<file path="config.mk">
export PLATFORM = sky130hd
export DESIGN_NAME = uart_tx_fifo
export DESIGN_NICKNAME = d
export VERILOG_FILES = /design/src/rtl/uart_pkg.sv /design/src/rtl/uart_fifo_ram.sv /design/src/rtl/uart_tx_fifo.sv
export SDC_FILE = /design/constraint.sdc
export NUM_CORES = 1
export LEC_CHECK = 0
export BUFFER_PORTS_ARGS = -buffer_cell sky130_fd_sc_hd__buf_2
export CORE_MARGIN = 4
export CORE_UTILIZATION = 60
export DETAILED_ROUTE_END_ITERATION = 10
export PLACE_DENSITY = 0.78
export SETUP_SLACK_MARGIN = 0.3
export SYNTH_ARGS = -nofsm -noshare
export SYNTH_HDL_FRONTEND = slang
export SYNTH_SLANG_ARGS = --single-unit
export TNS_END_PERCENT = 100
</file>
<file path="constraint.sdc">
create_clock -name clk -period 4 [get_ports clk]
set_clock_uncertainty 0.2 [all_clocks]
set_input_delay 0.4 -clock clk [delete_from_list [all_inputs] [get_ports clk]]
set_output_delay 0.4 -clock clk [all_outputs]
set_load 0.02 [all_outputs]
</file>
<file path="src/rtl/uart_pkg.sv">
// uart_pkg: shared drain FSM state type and sizing constants for the UART transmit buffer
package uart_pkg;
    typedef enum logic [1:0] {IDLE, ISSUE, WAIT_ACK, WAIT_DONE} drain_state_t;
    localparam int DEPTH_LOG2_DEF = 4;
    localparam int ACK_TIMEOUT_DEF = 4;
    localparam int BYTE_W = 8;
endpackage

</file>
<file path="src/rtl/uart_fifo_ram.sv">
// uart_fifo_ram: dual-port byte storage, synchronous write port, asynchronous read port
module uart_fifo_ram import uart_pkg::*; #(
    parameter int DEPTH = 16,
    parameter int WIDTH = BYTE_W
) (
    input  logic                     clk,
    input  logic                     we,
    input  logic [$clog2(DEPTH)-1:0] waddr,
    input  logic [WIDTH-1:0]         wdata,
    input  logic [$clog2(DEPTH)-1:0] raddr,
    output logic [WIDTH-1:0]         rdata
);
    logic [WIDTH-1:0] mem [DEPTH];
    always_ff @(posedge clk) if (we) mem[waddr] <= wdata;
    assign rdata = mem[raddr];
endmodule

</file>
<file path="src/rtl/uart_tx_fifo.sv">
// uart_tx_fifo: byte FIFO ahead of uart_tx, drained one byte per frame via a we/busy handshake
module uart_tx_fifo import uart_pkg::*; #(
    parameter int DEPTH_LOG2 = DEPTH_LOG2_DEF,
    parameter int ACK_TIMEOUT = ACK_TIMEOUT_DEF
) (
    input  logic                clk,
    input  logic                reset,
    input  logic                wr_en,
    input  logic [BYTE_W-1:0]   wr_data,
    input  logic                flush,
    output logic                full,
    output logic                empty,
    output logic [DEPTH_LOG2:0] count,
    output logic                overflow,
    output logic                uart_we,
    output logic [BYTE_W-1:0]   uart_data,
    input  logic                uart_busy
);
    localparam int PW = DEPTH_LOG2 + 1;
    localparam int TW = $clog2(ACK_TIMEOUT + 1);
    logic [PW-1:0] wr_ptr, rd_ptr, wr_nxt, rd_nxt;
    logic [BYTE_W-1:0] head;
    logic [TW-1:0] timer;
    logic push, pop;
    drain_state_t state;
    // a flush cycle never starts a handoff, so no flushed byte can reach the line
    assign push = wr_en & ~full & ~flush;
    assign pop = (state == IDLE) & ~empty & ~uart_busy & ~flush;
    always_comb begin
        wr_nxt = flush ? '0 : wr_ptr + PW'(push);
        rd_nxt = flush ? '0 : rd_ptr + PW'(pop);
    end
    uart_fifo_ram #(.DEPTH(2 ** DEPTH_LOG2), .WIDTH(BYTE_W)) u_ram (
        .clk   (clk),
        .we    (push),
        .waddr (wr_ptr[DEPTH_LOG2-1:0]),
        .wdata (wr_data),
        .raddr (rd_ptr[DEPTH_LOG2-1:0]),
        .rdata (head)
    );
    always_ff @(posedge clk or negedge reset) begin
        if (!reset) begin
            wr_ptr   <= '0;
            rd_ptr   <= '0;
            count    <= '0;
            empty    <= 1'b1;
            full     <= 1'b0;
            overflow <= 1'b0;
        end else begin
            wr_ptr   <= wr_nxt;
            rd_ptr   <= rd_nxt;
            count    <= wr_nxt - rd_nxt;
            empty    <= wr_nxt == rd_nxt;
            full     <= (wr_nxt[PW-1] != rd_nxt[PW-1]) && (wr_nxt[PW-2:0] == rd_nxt[PW-2:0]);
            overflow <= wr_en & full & ~flush;
        end
    end
    always_ff @(posedge clk or negedge reset) begin
        if (!reset) begin
            state     <= IDLE;
            timer     <= '0;
            uart_we   <= 1'b0;
            uart_data <= '0;
        end else begin
            case (state)
                IDLE: if (pop) begin
                    state     <= ISSUE;
                    uart_we   <= 1'b1;
                    uart_data <= head;
                end
                ISSUE: begin
                    state   <= WAIT_ACK;
                    uart_we <= 1'b0;
                    timer   <= '0;
                end
                WAIT_ACK: begin
                    if (uart_busy) state <= WAIT_DONE;
                    else if (timer == TW'(ACK_TIMEOUT - 1)) state <= IDLE;
                    else timer <= timer + TW'(1);
                end
                WAIT_DONE: if (!uart_busy) state <= IDLE;
            endcase
        end
    end
endmodule

</file>
# [Yosys cells after proc, flatten, opt, wreduce, memory -nomap -nowiden]
# Memory sizes are Yosys's and may differ from the RTL's. A register that Yosys moved wholly into a read port is not among the register bits.
# Index checks and enable logic that the tools add are counted.
[totals] regBits=24 ramBits=128 elab_cells=60 memories=1
[mem_list] memory="u_ram.mem" depth=16 width=8 rd=1 rd_ports_with_merged_regs=1 wr=1 line="uart_fifo_ram.sv:13" source="logic [WIDTH-1:0] mem [DEPTH];"
[classes] addsub=4 n_eq_ne=12 muxes=14 n_bitwise=11 n_reduce_logical=9
[op_table] operator="$add 5x1->5" n=2
[op_table] operator="$mux 5" n=2
[op_table] operator="$mux 2" n=4
[op_table] operator="$ne 2x2->1 const B" n=4
[op_table] operator="$pmux 2 s4" n=1
[op_table] operator="$and 1x1->1" n=7
[op_table] operator="$mux 3" n=2
[op_table] operator="$pmux 3 s2" n=1
[op_table] operator="$reduce_and 3->1" n=2
[op_table] operator="$eq 5x5->1" n=1
[op_table] operator="$sub 5x5->5" n=1
[op_table] operator="$eq 2x2->1 const B" n=2
[op_table] operator="$eq 4x4->1" n=1
[op_table] operator="$not 1->1" n=4
[op_table] operator="$reduce_and 2->1" n=2
[op_table] operator="$reduce_bool 2->1" n=2
[op_table] operator="$add 3x1->3 const B" n=1
[op_table] operator="$eq 3x2->1 const B" n=1
[op_table] operator="$mux 1" n=3
[op_table] operator="$ne 3x3->1 const B" n=1
[op_table] operator="$eq 2x1->1 const B" n=1
[op_table] operator="$logic_not 2->1" n=1
[op_table] operator="$pmux 1 s2" n=1
[op_table] operator="$logic_and 1x1->1" n=1
[op_table] operator="other kinds (2)" n=2

# [Depth between registers and ports, before layout]
# Gate-level depths: netlist of the first run.
[depth] depth_word=8 depth_mapped=12

# [By module]
# Synthesis of the first run repeated with hierarchy kept, for this count alone.
[unflattened] hier_cells=339 area_unflattened_um2=6439.9
[by_module_without_submodules] mod="uart_fifo_ram" n_inst=1 cells_each=221 area_per_inst_um2=4987.3 seq_area_each_um2=3843.7
[by_module_without_submodules] mod="uart_tx_fifo" n_inst=1 cells_each=118 area_per_inst_um2=1452.6 seq_area_each_um2=802.0

# [Worst setup path before layout of the first run]
# Ideal clock, no wire load.
[synth_timing] kind="register to register" from="register state[1]" to="register count[4]" setup_time_ns=0.079 arrival_time_ns=2.668 t_required_ns=3.721 setup_slack_ns=1.053 stages_incl_launch_ff=13 n_path_buf=2 cell_sequence="dfrtp_1 > or4_1 > nor2_2 > buf_6 > buf_12 > ha_1 > ha_1 > xor2_1 > nand2b_1 > ha_1 > a21o_1 > a21oi_1 > xor2_1"
[synth_via] elab_chain_cells=7
[synth_rtl] item="start: declaration" line="uart_tx_fifo.sv:25" source="drain_state_t state;"
[synth_rtl] item="start signal: assignment" line="uart_tx_fifo.sv:60" source="state <= IDLE;"
[synth_rtl] item="start signal: assignment" line="uart_tx_fifo.sv:67" source="state <= ISSUE;"
[synth_rtl] item="start signal: assignment" line="uart_tx_fifo.sv:72" source="state <= WAIT_ACK;"
[synth_rtl] item="$logic_not 2->1" line="uart_tx_fifo.sv:28" source="assign pop = (state == IDLE) & ~empty & ~uart_busy & ~flush;"
[synth_rtl] item="$and 1x1->1 (3 in a row)" line="uart_tx_fifo.sv:28"
[synth_rtl] item="$add 5x1->5" line="uart_tx_fifo.sv:31" source="rd_nxt = flush ? '0 : rd_ptr + PW'(pop);"
[synth_rtl] item="$mux 5" line="uart_tx_fifo.sv:31"
[synth_rtl] item="$sub 5x5->5" line="uart_tx_fifo.sv:52" source="count <= wr_nxt - rd_nxt;"
[synth_rtl] item="end signal: assignment" line="uart_tx_fifo.sv:52"
[synth_rtl] item="end: declaration" line="uart_tx_fifo.sv:13" source="output logic [DEPTH_LOG2:0] count,"
# No other way between the ends.
# A chain may end at the register's enable or synchronous reset.

# [Worst setup path in the final report of the first run]
[layout_timing] from="input port uart_busy" to="register count[4]"
[layout_via] elab_chain_cells=6
[layout_rtl] item="start: declaration" line="uart_tx_fifo.sv:17" source="input logic uart_busy"
[layout_rtl] item="$not 1->1" line="uart_tx_fifo.sv:28"
[layout_rtl] item="$and 1x1->1 (2 in a row)" line="uart_tx_fifo.sv:28"
[layout_rtl] item="$add 5x1->5" line="uart_tx_fifo.sv:31"
[layout_rtl] item="$mux 5" line="uart_tx_fifo.sv:31"
[layout_rtl] item="$sub 5x5->5" line="uart_tx_fifo.sv:52"
# No other way between the ends.

==> results of run 1 <==
state kept, by name (all words and copies together) (netlist names):
register,count
empty,1
count,5
u_ram.mem,128
full,1
uart_we,1
wr_ptr,5
overflow,1
rd_ptr,5
timer,3
state,2
uart_data,8
worst max-delay path: cells and delay by family:
family | cells | cell delay (ns)
AOI/OAI and AO/OA | 2 | 0.40
buffers and inverters | 2 | 0.67
adders and majority gates | 3 | 0.73
and+or+nand+nor | 3 | 0.70
xor gates and xnor gates | 2 | 0.32
per-stage QoR:
stage / cells / total power [W] / area (µm²) / setup slack, ns / hold WS [ns]
after floorplan: 341 / 0.002201 / 6434 / 1.053 / -0.09559
after global placement: 495 / 0.002316 / 6678 / 1.159 / 0.2748
after detailed placement: 495 / 0.002329 / 6678 / 1.094 / 0.2844
after CTS: 530 / 0.004007 / 7328 / 1.057 / 0.02994
after global routing: 530 / 0.004139 / 7328 / 0.9098 / 0.04759
final: 530 / 0.003979 / 7328 / 1.030 / 0.05577
layer usage:
layer | routed length, µm | global-route usage [%] | share of wire (%) | up-vias
li1 | - | - | - | 1421
met1 | 5275 | 30.92 | 42 | 1653
met2 | 6052 | 33.98 | 49 | 114
met3 | 914 | 6.467 | 7.3 | 15
met4 | 209 | 7.380 | 1.7 | 0
met5 | 0 | 0 | 0 | -
final timing paths:
kind                       slack (ns)         endpoint  depth (start not counted)       start
max reg2reg                      1.07         count[4]                         10    state[1]
min                              0.06  u_ram.mem[0][2]                          1  wr_data[2]
max                              1.03         count[4]                         12   uart_busy
max in group asynchronous        2.80        rd_ptr[0]                          2       reset
min reg2reg                      0.30          uart_we                          1     uart_we
min in group asynchronous        0.28         count[2]                          2       reset
where the power goes:
group          total (W)  switching, W  leakage, nW  internal, W
clock            0.00168      0.000658        0.302      0.00102
sequential       0.00194     0.0000629         1.57      0.00188
combinational   0.000356      0.000207        0.760     0.000148
cells by family after synthesis:
| logic type | share of synthesized area (%) |
|---|---|
| flops | 72.21 |
| compound gates | 4.162 |
| fa+ha+maj | 2.256 |
| mux | 12.80 |
| xor+xnor | 1.089 |
| buf+inv | 2.353 |
| simple gates | 5.134 |
area by class of cell:
type,count,area share [%]
flip-flops and latches,160,63.41
multi-input cells,156,22.33
clock buffers,17,5.651
repair buffers,39,3.107
clock inverters,15,2.817
well taps,136,2.322
inverters,7,0.3585
cells in the mapped netlist (3+ instances only):
cell,n
ha_1,10
o22ai_1,8
a21oi_1,3
dfrtp_1,31
nor3_1,4
nor2_1,28
nand3_1,5
buf_4,5
buf_2,6
mux2i_1,8
nand2_1,4
xor2_1,6
a22o_1,4
a221oi_2,8
nand2b_1,7
a21o_1,4
edfxtp_1,128
nor2b_1,5
inv_1,7
mux4_2,32
==> metrics.md, run 1 <==
| Metric | Value |
|---|---|
| H-tree depth | `4` |
| Final Cycle Share | `around 74%` |
| Mean post-synth cell area | `18.87 µm²` |
| Vias in the first global route | `3400` |
| Total gr overflow | `0` |
| CP most frequent cell | `ha_1` |
| Vias per Instance | `6.043` |
| DRC viols | `0` |
| FP Rows | `37` |
| Largest net degree at the start of global routing | `35` |
| Final Setup Violations | `0` |
| Total GRT Usage | `between 20% and 30%` |
| Layout area overhead | `13.91%` |
| Lkg Pwr | `approximately 2.6 nW` |
| Register bit total from synthesis | `160` |
| Layout fillers | `approximately 600` |
| Required time of the critical path | `about 4.3 ns` |
| RSZ-0062 raised after global routing | `no` |
| DR iter-0 viols | `around 270` |
| Mapped Area | `0.006434 mm²` |
| Clock transition at path regs | `about 0.070 ns` |
| PwrDens | `~540 mW/mm²` |
| Critical path startpoint category | `primary input` |
| Commonest non-fill, non-tap cell in the layout | `edfxtp_1` |
| Antenna Violating Nets Remaining | `0` |
| FF+latch area | `between 0.004 and 0.005 mm²` |
| Layout cells sized above 1 | `slightly below 30%` |
| DPL Wire Length | `between 7 and 8 mm` |
| Slew Limit Fails | `0` |
| Distinct cells, synth | `40` |
| Setup TNS | `0 ns` |
| Clock Sinks | `160` |
| Post-synth top flop | `edfxtp_1` |
| Worst min path class | `primary input to flip-flop` |
| Cts-stage hold buffer count | `3` |
| Drt total wl | `between 10 and 15 mm` |
| Post-synth ARST share | `20.00%` |
| Crit-path slowest cell | `dlygate4sd3_1` |
| Number of synthesized flops with an enable pin | `128` |
| Die height | `111.6 µm` |
| Die Wd | `between 100 and 150 µm` |
| Period minus WS final | `around 3.0 ns` |
| Worst Setup End Kind | `flip-flop` |
| Mapped Nets | `365` |
| Setup bufs post-CTS | `0` |
| Synth Warn # | `0` |
| Wire per inst | `approximately 23 µm` |
| Crit-path max FO | `5` |
| Max-Cap Viols | `0` |
| First-pass GRT wire length | `20.02 mm` |
| Initial core utilization | `62.04%` |
| Final core utilization | `between 70% and 80%` |
| Cell taking the most area after synthesis | `edfxtp_1` |
| Max clock buf depth | `2` |
| Antenna Cells | `0` |
| Synth Instances | `~340` |
| Slew margin rel. | `36.06%` |
| Commonest cells after routing, fill and taps aside | `edfxtp_1 (128), mux4_2 (32), dfrtp_1 (30)` |
| Global placement routability congestion | `about 0.84` |
| 1st-pass router iterations | `5` |
| Area of the die | `between 0.01 and 0.015 mm²` |
| Nets | `between 400 and 500` |
| CTS buffer count | `17` |
| CTS root buffer | `clkbuf_8` |
| Critical path arrival | `between 3 and 4 ns` |
| Port Buf Inserts | `29` |
| Worst stage delay on the critical path | `0.53 ns` |
| Peak supply drop | `roughly 0.6 mV` |
| Synth area leaders | `edfxtp_1 (60%), dfrtp_1 (12%), mux4_2 (11%)` |
| Final hold vios | `0` |
| Critical Path, Cell by Cell | `dlygate4sd3_1 > buf_2 > or4_1 > nor2_2 > ha_1 > ha_1 > xor2_1 > nand2b_1 > ha_1 > a21o_1 > a21oi_1 > xor2_1` |
| Footprint of the multi-input gates | `0.001637 mm²` |
| Worst-skew pair later-pin latency | `~0.53 ns` |
| Crit path kind | `primary input to flip-flop` |
| CTS tree | `yes` |
| # IOs | `30` |
| Max Clk Rate | `~0.34 GHz` |
| Least-Margin Pin Slew | `~0.96 ns` |
| Total number of vias | `roughly 3200` |
| CTS resizes | `0` |
| Initial antenna violation count | `0` |
| Total core area | `about 0.010 mm²` |
| Status | `finished clean` |
| Sequential cell area fraction in the yosys report | `a little over 70%` |
| Synth top area share | `between 50% and 60%` |
No activity file was read; power rests on OpenSTA's default activity.
==> inputs of run 2 (changes only) <==
==> constraint.sdc (replaced) <==
create_clock -name clk -period 3.1 [get_ports clk]
set_clock_uncertainty 0.2 [all_clocks]
set_input_delay 0.31 -clock clk [delete_from_list [all_inputs] [get_ports clk]]
set_output_delay 0.31 -clock clk [all_outputs]
set_load 0.02 [all_outputs]
==> run 2 against run 1 <==
  * Count of clock-buffer cells in the layout increased by 1
  * Wire length rose by 0.78%
  * Flip-flop and latch count stayed put
  * Die area unchanged
  * Via count is 2.4% higher
  * Total power grew 24%
  * Cell count up 4.7%
  * Sequential share of layout area is 1.8 points lower
  * Hold slack gained 0.10 ns
  * First-iteration DRC count rose by 45%
  * Setup slack got worse by 0.71 ns
==> metrics.md, run 2 (synthesis results as in run 1) <==
| Metric | Value |
|---|---|
| Status | `finished clean (unchanged)` |
| Layout area overhead | `17.25% (was 13.91%)` |
| Slew Limit Fails | `0 (unchanged)` |
| Power consumption | `0.004935 W (was 0.003979 W)` |
| Total GRT Usage | `21.96% (was 22.09%)` |
| Crit-path slowest cell | `or4_1 (was dlygate4sd3_1)` |
| Layout cells sized above 1 | `33.41% (was 29.19%)` |
| Clock Sinks | `160 (unchanged)` |
| Vias in the first global route | `3542 (was 3400)` |
| Slew margin rel. | `50.93% (was 36.06%)` |
| CP most frequent cell | `ha_4 (was ha_1)` |
| Peak supply drop | `0.5756 mV (was 0.5885 mV)` |
| Crit path kind | `primary input to flip-flop (unchanged)` |
| Die Wd | `111.6 µm (unchanged)` |
| Worst-skew pair later-pin latency | `0.54 ns (was 0.53 ns)` |
| Critical Path, Cell by Cell | `dlygate4sd3_1 > buf_2 > or4_1 > nor2_4 > ha_4 > ha_4 > xor2_1 > nand2b_1 > ha_4 > a21o_1 > a21oi_2 > xor2_1 (was dlygate4sd3_1 > buf_2 > or4_1 > nor2_2 > ha_1 > ha_1 > xor2_1 > nand2b_1 > ha_1 > a21o_1 > a21oi_1 > xor2_1)` |
| CTS buffer count | `17 (unchanged)` |
| Bufs and invs on worst path | `2 (unchanged)` |
| Commonest non-fill, non-tap cell in the layout | `edfxtp_1 (unchanged)` |
| Most flops, register | `u_ram.mem (unchanged)` |
| Die height | `111.6 µm (unchanged)` |
| Clock transition at path regs | `0.07 ns (about the same)` |
| Total number of vias | `3281 (was 3203)` |
| Max-Cap Viols | `0 (unchanged)` |
| Final Setup Violations | `0 (unchanged)` |
| Hold_ws | `0.1601 ns (was 0.05577 ns)` |
| Final hold vios | `0 (unchanged)` |
| Setup TNS | `0 ns (unchanged)` |
| Setup ws final | `0.3187 ns (was 1.030 ns)` |
| Global placement routability congestion | `0.8564 (was 0.8373)` |
| DPL Wire Length | `7.860 mm (was 7.664 mm)` |
| Period minus WS final | `around 2.8 ns` |
| FP Rows | `37 (unchanged)` |
| Wire per inst | `22.61 µm (was 23.49 µm)` |
| Worst min path class | `primary input to async pin (was primary input to flip-flop)` |
| Nets | `430 (was 405)` |
| Worst Setup End Kind | `flip-flop (unchanged)` |
| Required time of the critical path | `3.35 ns (was 4.25 ns)` |
| Commonest cells after routing, fill and taps aside | `edfxtp_1 (128), mux4_2 (32), dfrtp_1 (30) (unchanged)` |
| Port Buf Inserts | `29 (unchanged)` |
| Critical path arrival | `3.03 ns (was 3.22 ns)` |
| Initial antenna violation count | `0 (unchanged)` |
| Antenna Violating Nets Remaining | `0 (unchanged)` |
| Area of the die | `0.01244 mm² (unchanged)` |
| Cell count after placement | `510 (was 495)` |
| Total gr overflow | `0 (unchanged)` |
| Largest net degree at the start of global routing | `33 (was 35)` |
| Max clock buf depth | `2 (unchanged)` |
| DRC viols | `0 (unchanged)` |
| Finished Layout Cells | `555 (was 530)` |
| RSZ-0062 raised after global routing | `no (unchanged)` |
| Total core area | `0.01037 mm² (unchanged)` |
| Critical path startpoint category | `primary input (unchanged)` |
| # IOs | `30 (unchanged)` |
| CP delay by family, top | `simple AND/OR/NAND/NOR gates (was adder cells)` |
| PwrDens | `654.2 mW/mm² (was 543.0 mW/mm²)` |
| Pre-CTS setup slack | `0.3433 ns (was 1.094 ns)` |
| First-pass GRT wire length | `20.20 mm (was 20.02 mm)` |
| Least-Margin Pin Slew | `0.7360 ns (was 0.9555 ns)` |
| H-tree depth | `4 (unchanged)` |
| Max Clk Rate | `between 0.3 and 0.4 GHz` |
| Worst stage delay on the critical path | `0.57 ns (was 0.53 ns)` |
| Final Cycle Share | `about nine tenths` |
| Top flop regs | `u_ram.mem: 128 flops, uart_data: 8 flops (unchanged)` |
| DR iter-0 viols | `391 (was 269)` |
| Max reg flops | `128 (unchanged)` |
| Drt total wl | `12.55 mm (was 12.45 mm)` |
| Initial core utilization | `62.04% (unchanged)` |
| CTS tree | `yes (unchanged)` |
| 1st-pass router iterations | `4 (was 5)` |
| Vias per Instance | `5.912 (was 6.043)` |
| Antenna Cells | `0 (unchanged)` |
| Lkg Pwr | `2.724 nW (was 2.631 nW)` |
| CTS root buffer | `clkbuf_8 (unchanged)` |
| Crit-path max FO | `4 (was 5)` |
## run 2: worst paths after layout
kind                           from  cells after the start        end  slack (ns)
setup / recovery              flush                     12   count[4]        0.32
hold / removal                reset                      2   count[4]        0.16
setup reg to reg           state[1]                     10   count[4]        0.38
hold reg to reg             uart_we                      1    uart_we        0.30
max in group asynchronous     reset                      2  rd_ptr[0]        2.04
min in group clk            uart_we                      1    uart_we        0.30
## run 2: cell type report
class | instances | area (µm²)
Fill cell | 605 | 2826
Timing Repair Buffer | 64 | 437.9
Inverter | 7 | 26.28
Clock buffer | 18 | 417.9
Clock inverter | 14 | 135.1
Tap cell | 136 | 170.2
Sequential cell | 160 | 4647
Multi-Input combinational cell | 156 | 1709
## run 2: metal layers
layer	routed length, µm	vias up	track usage, %
li1	-	1476	-
met4	181	0	8.110
met5	0	-	0
met3	965	13	6.033
met1	5085	1664	29.54
met2	6316	128	34.94
## run 2: worst reg2reg max path: stages, from the launching register on
cell,delay [ns]
dfrtp_1,0.46
or4_1,0.48
nor2_4,0.14
ha_4,0.15
ha_4,0.13
xor2_1,0.17
nand2b_1,0.13
ha_4,0.28
a21o_1,0.19
a21oi_2,0.15
xor2_1,0.17
## run 2: stage by stage
stage | util, % | instance area, µm²
after detailed placement | 66.05 | 6849
after global routing | 72.74 | 7543
after CTS | 72.54 | 7522
after floorplan | - | 6492
after global placement | 66.05 | 6849
final | 72.74 | 7543
## run 2: timing repair
action / CTS / global route
hold buffers: 12 / 0
setup buffers: 0 / 1
resized for setup: 0 / 3
hold endpoints to repair: 163 / 0
setup endpoints to repair: 0 / 2
## run 2: power by group
part / switching, W / leakage (nW) / total, W / internal, W
sequential: 0.0000825 / 1.57 / 0.00250 / 0.00242
clock: 0.000900 / 0.276 / 0.00193 / 0.00103
combinational: 0.000295 / 0.880 / 0.000498 / 0.000204
==> inputs of run 3 (changes only) <==
--- a/config.mk
+++ b/config.mk
@@ -10,6 +10,7 @@
 export CORE_UTILIZATION = 60
 export DETAILED_ROUTE_END_ITERATION = 10
 export PLACE_DENSITY = 0.78
+export RECOVER_POWER = 50
 export SETUP_SLACK_MARGIN = 0.3
 export SYNTH_ARGS = -nofsm -noshare
 export SYNTH_HDL_FRONTEND = slang
==> run 3 against run 2 <==
  * The run now ends with max-capacitance violations, max-slew violations left
  * Via count is 0.58% higher
  * Design area is 0.27% lower
  * Setup slack worse by 0.00062 ns
  * Die area stayed put
  * Register-to-register slack hardly changed
  * Critical endpoint unchanged
  * First-iteration DRC count is 4.3% higher
==> metrics.md, run 3 (synthesis results as in run 1) <==
| Metric | Value |
|---|---|
| Final core utilization | `72.55% (was 72.74%)` |
| Met2 usage | `34.94% (unchanged)` |
| Critical path arrival | `3.04 ns (was 3.03 ns)` |
| Commonest cells after routing, fill and taps aside | `edfxtp_1 (128), mux4_2 (32), dfrtp_1 (30) (unchanged)` |
| First-pass GRT wire length | `20.20 mm (unchanged)` |
| Initial antenna violation count | `0 (unchanged)` |
| Lkg Pwr | `2.670 nW (was 2.724 nW)` |
| DPL Wire Length | `7.860 mm (unchanged)` |
| Largest net degree at the start of global routing | `33 (unchanged)` |
| H-tree depth | `4 (unchanged)` |
| Pre-CTS setup slack | `0.3433 ns (unchanged)` |
| Die height | `111.6 µm (unchanged)` |
| Wire per inst | `22.63 µm (was 22.61 µm)` |
| Antenna Cells | `0 (unchanged)` |
| Layout cells sized above 1 | `29.59% (was 33.41%)` |
| Hold_ws | `0.3069 ns (was 0.1601 ns)` |
| Hold path depth | `1` |
| Peak supply drop | `0.5772 mV (was 0.5756 mV)` |
| Crit path kind | `primary input to flip-flop (unchanged)` |
| Period minus WS final | `2.782 ns (was 2.781 ns)` |
| Total GRT Usage | `21.96% (unchanged)` |
| Most flops, register | `u_ram.mem (unchanged)` |
| Total core area | `0.01037 mm² (unchanged)` |
| Final Cycle Share | `89.74% (was 89.72%)` |
| Setup ws final | `0.3181 ns (was 0.3187 ns)` |
| CTS tree | `yes (unchanged)` |
| Vias per Instance | `5.946 (was 5.912)` |
| Final Setup Violations | `0 (unchanged)` |
| Critical path startpoint category | `primary input (unchanged)` |
| Least-Margin Pin Slew | `1.669 ns (was 0.7360 ns)` |
| Global placement routability congestion | `0.8564 (unchanged)` |
| Required time of the critical path | `3.35 ns (about the same)` |
| Die Wd | `111.6 µm (unchanged)` |
| Failing checks | `max-capacitance violations, max-slew violations` |
| DR iter-0 viols | `408 (was 391)` |
| Slew Limit Fails | `33 (was 0)` |
| Final hold vios | `0 (unchanged)` |
| Layout fillers | `611 (was 605)` |
| Power consumption | `0.004930 W (was 0.004935 W)` |
| Max-Cap Viols | `1 (was 0)` |
| Max clock buf depth | `2 (unchanged)` |
| Worst-skew pair later-pin latency | `0.53 ns (was 0.54 ns)` |
| PwrDens | `655.3 mW/mm² (was 654.2 mW/mm²)` |
| Port Buf Inserts | `29 (unchanged)` |
| Clock Sinks | `160 (unchanged)` |
| Max Clk Rate | `0.3595 GHz (about the same)` |
| DRC viols | `0 (unchanged)` |
| Antenna Violating Nets Remaining | `0 (unchanged)` |
| Worst min path class | `flip-flop to flip-flop (was primary input to async pin)` |
| # IOs | `30 (unchanged)` |
| Setup TNS | `0 ns (unchanged)` |
| Max reg flops | `128 (unchanged)` |
| Met3 GRT Util | `6.033% (unchanged)` |
| CTS buffer count | `17 (unchanged)` |
| Total number of vias | `3300 (was 3281)` |
| GR Util met1 | `29.54% (unchanged)` |
| Top flop regs | `u_ram.mem: 128 flops, uart_data: 8 flops (unchanged)` |
| Worst Setup End Kind | `flip-flop (unchanged)` |
| Commonest non-fill, non-tap cell in the layout | `edfxtp_1 (unchanged)` |
| Drt total wl | `12.56 mm (was 12.55 mm)` |
| 1st-pass router iterations | `5 (was 4)` |
| RSZ-0062 raised after global routing | `no (unchanged)` |
| Area of the die | `0.01244 mm² (unchanged)` |
| Initial core utilization | `62.04% (unchanged)` |
| Slew margin rel. | `-11.28% (was 50.93%)` |
| GR peak layer | `met2 (unchanged)` |
| Crit-path max FO | `4 (unchanged)` |
| Nets | `430 (unchanged)` |
| Status | `finished, violations left (was finished clean)` |
| FP Rows | `37 (unchanged)` |
| Layout area overhead | `16.94% (was 17.25%)` |
| CTS root buffer | `clkbuf_8 (unchanged)` |
| Clock transition at path regs | `0.07 ns (about the same)` |
| Vias in the first global route | `3542 (unchanged)` |
| Cells on worst reg2reg path | `10 (unchanged)` |
| Total gr overflow | `0 (unchanged)` |
-- run 3: changes by cell type in the layout (fill, tap and decap cells not counted), sizes merged --
cell / change
buf: -16
clkbuf: +16
-- run 3: stage by stage --
| stage | area, µm² | std cells |
|---|---|---|
| final | 7523 | 555 |
| after global routing | 7523 | 555 |
| after CTS | 7522 | 554 |
| after detailed placement | 6849 | 510 |
| after global placement | 6849 | 510 |
| after floorplan | 6492 | 341 |
-- run 3: critical path, stage by stage --
cell and delay [ns]:
dlygate4sd3_1 0.53, buf_2 0.12, or4_1 0.57, nor2_4 0.14
ha_4 0.15, ha_4 0.13, xor2_1 0.17, nand2b_1 0.13
ha_4 0.28, a21o_1 0.18, a21oi_2 0.15, xor2_1 0.17
-- run 3: layout make-up --
type | count | area (µm²) | area share [%]
multi-input combinational | 156 | 1709 | 22.72
timing repair buffer | 64 | 417.9 | 5.555
clock inverter | 14 | 135.1 | 1.796
tap | 136 | 170.2 | 2.262
clock buffer | 18 | 417.9 | 5.555
inverter | 7 | 26.28 | 0.3492
sequential | 160 | 4647 | 61.77
-- run 3: report_power, final --
part           switching, W  internal (W)  leakage (nW)
registers         0.0000833       0.00242          1.57
logic              0.000295      0.000199         0.825
clock network      0.000898       0.00103         0.276
-- run 3: repair_timing --
action                                  in CTS  in global routing
gates resized for setup                      0                  3
endpoints found under the setup margin       0                  2
buffers inserted                             0                  1
hold buffers                                12                  0
endpoints found under the hold margin      163                  0
-- run 3: final timing paths --
| check | startpoint | end | slack, ns |
|---|---|---|---|
| worst max-delay path | flush | count[4] | 0.32 |
| worst min-delay path | uart_we | uart_we | 0.31 |
| worst max register to register | state[1] | count[4] | 0.37 |
| worst min register to register | uart_we | uart_we | 0.31 |
| max in group asynchronous | reset | rd_ptr[0] | 1.07 |
| min in group asynchronous | reset | overflow | 0.54 |
-- run 3: metal layers --
metal	vias up	wire length (µm)
met4	0	156
met2	109	6391
met1	1700	5268
met5	-	0
li1	1479	-
met3	12	745
